File: src/rtl/booth_r4_mul_pkg.sv
// Shared types and constants for the radix-4 Booth multiplier.
package booth_r4_mul_pkg;

    localparam int WIDTH_DEF = 32;
    localparam int ACC_W     = WIDTH_DEF + 2;

    // Booth digits retired per product: signed-only build, and extended-operand build.
    localparam int DIGITS_SIGNED = WIDTH_DEF / 2;
    localparam int DIGITS_EXT    = (WIDTH_DEF + 2) / 2;

    typedef enum logic [1:0] {
        IDLE,
        CALC,
        DONE
    } state_t;

    typedef enum logic [2:0] {
        ZERO,
        POS1,
        POS2,
        NEG1,
        NEG2
    } digit_t;

    // Recode {q[1:0], q_m1} into a signed Booth digit.
    function automatic digit_t booth_digit(input logic [2:0] bits);
        digit_t d;
        case (bits)
            3'b001, 3'b010: d = POS1;
            3'b011:         d = POS2;
            3'b100:         d = NEG2;
            3'b101, 3'b110: d = NEG1;
            default:        d = ZERO;
        endcase
        return d;
    endfunction

endpackage

File: src/rtl/booth_r4_enc.sv
// Combinational Booth encoder: one recoded digit selects a partial product.
// Negative digits return the one's complement and raise neg; the adder
// supplies the +1 through its carry-in.
module booth_r4_enc
    import booth_r4_mul_pkg::*;
#(
    parameter int W = ACC_W
)
(
    input  logic [2:0]   bits,
    input  logic [W-1:0] m,
    output logic [W-1:0] pp,
    output logic         neg
);

    digit_t digit;
    logic [W-1:0] m2;

    assign digit = booth_digit(bits);
    assign m2    = {m[W-2:0], 1'b0};

    // Select 0, M, 2M or their complements.
    always_comb begin
        pp  = '0;
        neg = 1'b0;
        case (digit)
            POS1: pp = m;
            POS2: pp = m2;
            NEG1: begin
                pp  = ~m;
                neg = 1'b1;
            end
            NEG2: begin
                pp  = ~m2;
                neg = 1'b1;
            end
            default: begin
                pp  = '0;
                neg = 1'b0;
            end
        endcase
    end

endmodule

File: src/rtl/booth_r4_mul.sv
// Sequential radix-4 Booth multiplier, one digit per clock, product on hi/lo.
// Optional build macro BOOTH_MUL_UNSIGNED_EN adds the signed_op port and
// extends both operands to WIDTH+2 bits so unsigned products work too.
module booth_r4_mul
    import booth_r4_mul_pkg::*;
#(
    parameter int WIDTH = WIDTH_DEF
)
(
    input  logic             clk,
    input  logic             rst_n,
    input  logic             start,
    input  logic [WIDTH-1:0] multiplicand,
    input  logic [WIDTH-1:0] multiplier,
`ifdef BOOTH_MUL_UNSIGNED_EN
    input  logic             signed_op,
`endif
    output logic             busy,
    output logic             done,
    output logic [WIDTH-1:0] hi,
    output logic [WIDTH-1:0] lo
);

    localparam int AW = WIDTH + 2;
`ifdef BOOTH_MUL_UNSIGNED_EN
    localparam int QW     = WIDTH + 2;
    localparam int DIGITS = (WIDTH + 2) / 2;
`else
    localparam int QW     = WIDTH;
    localparam int DIGITS = WIDTH / 2;
`endif
    localparam int CW = 6;
    localparam logic [CW-1:0] LAST = CW'(DIGITS - 1);

    state_t state, state_nx;

    logic [AW-1:0] a, m, pp, sum, a_nx, m_ld;
    logic [QW-1:0] q, q_nx, q_ld;
    logic          qm1, qm1_nx, neg;
    logic [CW-1:0] cnt;
    logic          armed;
    logic          accept, last;
    logic [WIDTH-1:0] hi_nx, lo_nx;
    logic          ext_m;

`ifdef BOOTH_MUL_UNSIGNED_EN
    logic ext_q;
    assign ext_m = signed_op & multiplicand[WIDTH-1];
    assign ext_q = signed_op & multiplier[WIDTH-1];
    assign q_ld  = {{2{ext_q}}, multiplier};
`else
    assign ext_m = multiplicand[WIDTH-1];
    assign q_ld  = multiplier;
`endif
    assign m_ld = {{2{ext_m}}, multiplicand};

    // armed blocks a start that coincides with the first edge after reset release.
    assign accept = (state == IDLE) && start && armed;
    assign last   = (cnt == LAST);

    booth_r4_enc #(.W(AW)) u_enc (
        .bits (q[1:0] == 2'b00 && !qm1 ? 3'b000 : {q[1:0], qm1}),
        .m    (m),
        .pp   (pp),
        .neg  (neg)
    );

    // Three-operand add then 2-bit arithmetic shift of {A, Q, q_m1}.
    always_comb begin
        sum    = a + pp + AW'(neg);
        a_nx   = {{2{sum[AW-1]}}, sum[AW-1:2]};
        q_nx   = {sum[1:0], q[QW-1:2]};
        qm1_nx = q[1];
`ifdef BOOTH_MUL_UNSIGNED_EN
        lo_nx  = q_nx[WIDTH-1:0];
        hi_nx  = {a_nx[WIDTH-3:0], q_nx[WIDTH+1:WIDTH]};
`else
        lo_nx  = q_nx;
        hi_nx  = a_nx[WIDTH-1:0];
`endif
    end

    // State register.
    always_ff @(posedge clk or negedge rst_n) begin
        if (!rst_n) begin
            state <= IDLE;
        end else begin
            state <= state_nx;
        end
    end

    // Next-state and status outputs.
    always_comb begin
        state_nx = state;
        busy     = 1'b0;
        done     = 1'b0;
        case (state)
            IDLE: begin
                if (accept) begin
                    state_nx = CALC;
                end
            end
            CALC: begin
                busy = 1'b1;
                if (last) begin
                    state_nx = DONE;
                end
            end
            DONE: begin
                done     = 1'b1;
                state_nx = IDLE;
            end
            default: state_nx = IDLE;
        endcase
    end

    // Operand capture, digit iteration and result latch.
    always_ff @(posedge clk or negedge rst_n) begin
        if (!rst_n) begin
            a     <= '0;
            q     <= '0;
            qm1   <= 1'b0;
            m     <= '0;
            cnt   <= '0;
            armed <= 1'b0;
            hi    <= '0;
            lo    <= '0;
        end else begin
            armed <= 1'b1;
            if (accept) begin
                a   <= '0;
                q   <= q_ld;
                qm1 <= 1'b0;
                m   <= m_ld;
                cnt <= '0;
            end else if (state == CALC) begin
                a   <= a_nx;
                q   <= q_nx;
                qm1 <= qm1_nx;
                cnt <= cnt + 1'b1;
                if (last) begin
                    hi <= hi_nx;
                    lo <= lo_nx;
                end
            end
        end
    end

endmodule

File: config.mk
export PLATFORM = sky130hd
export DESIGN_NAME = booth_r4_mul
export DESIGN_NICKNAME = d
export VERILOG_FILES = /design/src/rtl/booth_r4_mul_pkg.sv /design/src/rtl/booth_r4_enc.sv /design/src/rtl/booth_r4_mul.sv
export SDC_FILE = /design/constraint.sdc
export NUM_CORES = 1
export LEC_CHECK = 0
export BUFFER_PORTS_ARGS = -buffer_cell sky130_fd_sc_hd__buf_4
export CORE_AREA = 2 2 110 155
export DETAILED_ROUTE_END_ITERATION = 10
export DIE_AREA = 0 0 112 157
export HOLD_SLACK_MARGIN = 0.02
export PLACE_DENSITY = 0.8
export SYNTH_ARGS = -nofsm -noshare
export SYNTH_HDL_FRONTEND = slang
export SYNTH_SLANG_ARGS = --single-unit
File: constraint.sdc
create_clock -name clk -period 4.4 [get_ports clk]
set_input_delay 0.22 -clock clk [delete_from_list [all_inputs] [get_ports clk]]
set_output_delay 0.22 -clock clk [all_outputs]
set_load 0.005 [all_outputs]
; After elaboration in Yosys (flattened, before gate mapping)
; Index checks and enable logic that the tools add are counted.
[totals]
register_bits = 172
in_bits = 67
out_inout_bits = 66
elab_cells = 59
[classes]
add_sub_neg = 3
n_eq_ne = 15
mux = 17
bitwise_logic = 3
n_reduce_logical = 12
[ops]
columns = op, n
row1 = one-hot mux 34 bit (4 select lines), 1
row2 = two-way mux 34 bit, 2
row3 = inverter 34 bit, 2
row4 = two-way mux 32 bit, 2
row5 = adder 34 x 1 -> 34 bit, 1
row6 = adder 34 bit, 1
row7 = equality test 3 x 2 -> 1 bit (second input constant), 4
row8 = equality test 3 bit (second input constant), 4
row9 = two-way mux 6 bit, 2
row10 = one-hot mux 3 bit (4 select lines), 1
row11 = adder 6 x 1 -> 6 bit (second input constant), 1
row12 = equality test 3 x 1 -> 1 bit (second input constant), 2
row13 = equality test 6 x 4 -> 1 bit (second input constant), 1
row14 = OR reduction 2 bit, 3
row15 = two-way mux 1 bit, 5
row16 = logical NOT 2 bit, 2
row17 = two-way mux 2 bit, 2
row18 = inequality test 2 bit (second input constant), 2
row19 = one-hot mux 2 bit (2 select lines), 1
row20 = logical AND 1 bit, 3
row21 = two-way mux 3 bit, 1
row22 = AND reduction 3 bit, 1
row23 = equality test 2 x 1 -> 1 bit (second input constant), 1
row24 = equality test 2 bit (second input constant), 1
row25 = 4 further kinds, 4

; Longest topological paths before layout
[logic_depth]
depth_word = 12
mapped_depth = 15
mapped_depth_nobuf = 14

; By module
; From an unflattened synthesis, not the netlist that was laid out.
[hier_totals]
cells_unflattened = 981
area_unflattened_um2 = 9603.0
[modules_own_cells]
columns = module, n_inst, cells_each, area_per_inst_um2, seq_area_each_um2
row1 = booth_r4_mul, 1, 850, 8360.5, 4254.1
row2 = booth_r4_enc, 1, 131, 1242.4, 0.0

; Least setup slack after synthesis
; No wires, ideal clock.
[synth_timing]
path_type = register to register
startpoint = register q[1]
endpoint = register hi[31]
setup_time_ps = 125
arrival_ps = 3392
required_time_ps = 4275
path_slack_ps = 883
stages_incl_launch_ff = 15
n_path_buf = 4
synth_period_minus_slack_ps = 3517
path_cell_list = dfrtp_1 clkbuf_1 buf_1 buf_1 xor2_1 a22oi_1 o21ai_0 ha_1 clkbuf_1 nand2_1 nor3_1 nand3_1 o41a_1 mux2i_1 mux2_2
[synth_via]
elab_chain_len = 10
word_cells_on_any_way = 21
classes_between = add/sub: 2 / eq/ne: 10 / mux: 4 / reduce/logical: 5
[synth_lines]
columns = element, line_no
row1 = "start, declared", booth_r4_mul.sv:38  ; logic [QW-1:0] q, q_nx, q_ld;
row2 = "start signal, assigned", booth_r4_mul.sv:132  ; q <= q_ld;
row3 = "start signal, assigned", booth_r4_mul.sv:138  ; q <= q_nx;
row4 = logical NOT 2 bit, booth_r4_mul.sv:62  ; .bits (q[1:0] == 2'b00 && !qm1 ? 3'b000 : {q[1:0], qm1}),
row5 = logical AND 1 bit, booth_r4_mul.sv:62
row6 = two-way mux 3 bit *, booth_r4_mul.sv:62
row7 = "equality test 3 bit, or another cell as far along", booth_r4_mul_pkg.sv:28  ; case (bits)
row8 = OR reduction 2 bit, booth_r4_mul_pkg.sv:28
row9 = one-hot mux 3 bit (4 select lines) *, booth_r4_mul_pkg.sv:28
row10 = "equality test 3 bit, or another cell as far along", booth_r4_enc.sv:26  ; case (digit)
row11 = one-hot mux 34 bit (4 select lines) / OR reduction 2 bit (equally long branches), n/a
row12 = adder 34 bit / two-way mux 1 bit (equally long branches), "booth_r4_mul.sv:70, booth_r4_enc.sv:26"
row13 = adder 34 x 1 -> 34 bit *, booth_r4_mul.sv:70  ; sum = a + pp + AW'(neg);
row14 = "end signal, assigned", booth_r4_mul.sv:142  ; hi <= hi_nx;
row15 = "end, declared", booth_r4_mul.sv:20  ; output logic [WIDTH-1:0] hi,
; Mark *: on every way between the ends. The rest lies on a longest branch, timed or not.
; A chain may end at the register's enable or synchronous reset.

; Final worst setup path
[layout_timing]
startpoint = register q[0]
endpoint = register hi[27]
; Same word-level chain as after synthesis.

==> impl_metrics.csv <==
group,metric,value,unit
run_status,status,"complete, no violations",
cts,clk_latency,0.44,ns
drt,drt.antenna.violating_nets,0,
placed_design,routabilityCongestion,0.966,
layout,seq_area,0.00426,mm2
logic_synthesis,synthTopCellsByArea,"dfrtp_1, nand2_1, o21ai_0",
floorplan,die_area,0.0176,mm2
sta,worst_slew_pin_slew,1.01,ns
floorplan,num_io_pins,133,
cts,root_buffer,"clkbuf_16",
logic_synthesis,synth_ff_type,"dfrtp_1",
sta,fmax,0.261,GHz
floorplan,initial_core_util,57.5,%
setup_path,crit_buf_inv,1,
floorplan,core.rowCount,55,
sta,rsz0062_at_grt,"no",
global_route,grt_use_total,29.9,%
layout,syn2layout_area_growth,25.9,%
logic_synthesis,ys_ff_latch,170,
cts,clockBufferDepth,2,
logic_synthesis,ys_warn_count,0,
layout,layout.cells.most_common,"nand2_1",
global_route,grt_overflow,0,
global_route,use_met2,51.9,%
global_route,grt_first_pass_wirelength,41.8,mm
floorplan,die_y,157,um
global_route,grtUsageMet3,5.74,%
drt,wl,25.6,mm
global_route,first_global_vias,8449,
layout,layout_common_cells,"nand2_1, dfrtp_1, buf_4",
cts,clock_sink_count,170,
setup_path,path_class,"flop to flop",
global_route,antenna_found_initial,0,
cts,cts_setup_buffers,0,
logic_synthesis,post-synth-top-area-fraction,45.9,%
flow_run,drv_cap,0,
logic_synthesis,syn_nets,1086,
global_route,grt_util_met1,36.0,%
drt,wl_per_cell,18.7,um
sta,fin_setup_tns,0,ns
placed_design,portBuffers,132,
global_route,grt_max_degree,87,
sta,slew_headroom,32.9,%
sta,finalCritPeriodShare,87.2,%
cts,clk_pin_slew,0.07,ns
drt,dr.pass1.iters,5,
layout,final_nets,1259,
setup_path,critPathTopFamily,"compound AO/OA/AOI/OAI gates",
logic_synthesis,ys_types,60,
sta,fin_crit,3.84,ns
global_route,grt-busiest-layer,"met2",
setup_path,path_cells,"xor2_2, buf_4, a22oi_1, o21ai_0, ha_1, a21oi_1, o21ai_0, a2111oi_0, o31ai_1, a31oi_1, xnor2_1, mux2_2",
drt,drtIter0Drc,490,
logic_synthesis,async_reset_ff_share,100,%
logic_synthesis,synth_edf_count,0,
drt,vias,8198,
setup_path,critPathArrivalTime,4.15,ns
sta,fin_skew,0.0108,ns
cts,h-tree-depth,4,
floorplan,core,0.0161,mm2
cts,cts_tree,"built",
drt,vias_per_cell,5.99,
logic_synthesis,seq_area_frac_synth,45.9,%
cts,cts_resized,0,
layout,multi_input_area,0.00478,mm2
logic_synthesis,postSynthAreaPerCell,9.41,um2
placed_design,hpwl,16.7,mm
sta,report.final.setup_viol,0,
setup_path,critical-path-slowest-cell,"xor2_2",
logic_synthesis,synth_top_cell_by_area,"dfrtp_1",
layout,final_layout_size_suffix_gt1_share,19.6,%
layout,nFillCells,1178,
setup_path,max_stage_delay,0.52,ns
logic_synthesis,syn-instance-count,984,
floorplan,die_w,112,um
setup_path,critical_path.endpoint_type,"flop",
setup_path,required,4.72,ns
sta,drv_slew,0,
logic_synthesis,mappedNetlistArea,0.00926,mm2
setup_path,crit_path_frequent_cell,"o21ai_0",
sta,hold_viol,0,
worst_hold_path,hold_path.class,"input pin to flop",
layout,n_antenna_cell,0,
setup_path,cp_max_fo,21,
drt,drc,0,
cts,holdBufCountCts,63,
setup_path,critPathLaunchType,"flop",
cts,cts_buffers,17,
## stage by stage
step / hold WS (ns) / cell area (um2) / setup WS, ns / std cells / util, %
floorplan: -0.0756 / 9260 / 0.883 / 984 / -
global placement: 0.294 / 10400 / 0.744 / 1274 / 64.8
detailed placement: 0.300 / 10400 / 0.637 / 1274 / 64.8
CTS: 0.0246 / 11700 / 0.606 / 1369 / 72.4
global route: 0.0319 / 11700 / 0.271 / 1369 / 72.4
finish: 0.0410 / 11700 / 0.563 / 1369 / 72.4
## worst reg2reg max path, stage by stage, from the launching register on
cell and delay (ns):
dfrtp_1 0.44, xor2_2 0.52, buf_4 0.38, a22oi_1 0.12, o21ai_0 0.13, ha_1 0.34, a21oi_1 0.29, o21ai_0 0.24
a2111oi_0 0.41, o31ai_1 0.17, a31oi_1 0.27, xnor2_1 0.14, mux2_2 0.28
## metal layers
layer	wire length, um	part of all wire (%)
met5	0	0
met4	1020	4.0
met3	1630	6.4
met2	13000	51
met1	9880	39
## cells by family (layout without fill, tap and decap cells)
kind of cell | count (synthesis) | after routing | synth area share [%]
adders and majority gates | 35 | 35 | 4.89
AOI/OAI and AO/OA | 275 | 275 | 18.8
muxes | 68 | 68 | 7.89
buffers and inverters | 66 | 252 | 2.67
xor gates and xnor gates | 61 | 61 | 5.77
other | 1 | 1 | 0.0405
DFF | 170 | 170 | 45.9
and+or+nand+nor | 308 | 308 | 14.0
## sequential cells by signal, summed over array words and instances (netlist names)
name   cells
lo        32
q         32
hi        32
state      2
a         32
qm1        1
armed      1
m         32
cnt        6
## final timing paths
path,from,end,slack (ns),cells past startpoint
worst max-delay path,q[0],hi[27],0.56,12
worst min-delay path,multiplicand[3],m[3],0.04,2
worst max register to register,q[0],hi[27],0.56,12
worst min register to register,hi[21],hi[21],0.48,2
max in group asynchronous,rst_n,hi[21],2.86,3
min in group asynchronous,rst_n,lo[21],0.37,2
## synth_stat cells, drive strengths merged, types with 3 or more instances
master  instances
o21ai         116
and2            3
mux2i          31
xor2           49
mux2           37
a211o           4
a21o            5
a22o           10
inv             8
o21a            9
a22oi          32
dfrtp         170
ha             33
nor2           28
a21oi          35
buf            11
nand2         219
nand4          12
o211a           3
a221o           4
nor4            4
o22ai          10
nor2b           5
o211ai         10
o31ai           6
clkbuf         46
nor3           11
xnor2          12
nand3           8
nand2b          5
a211oi          5
o31a            3
a31oi           7
## cell type report
cell class,count,share of cell area [%]
clock inverter,15,1.48
multi-input combinational,748,41.0
inverter,9,0.290
clock buffer,17,3.65
sequential,170,36.5
tap,199,2.13
timing repair buffer,211,15.0
Power is not shown: default switching activity piles up to over one toggle a cycle in this logic, so the estimate is an artifact.
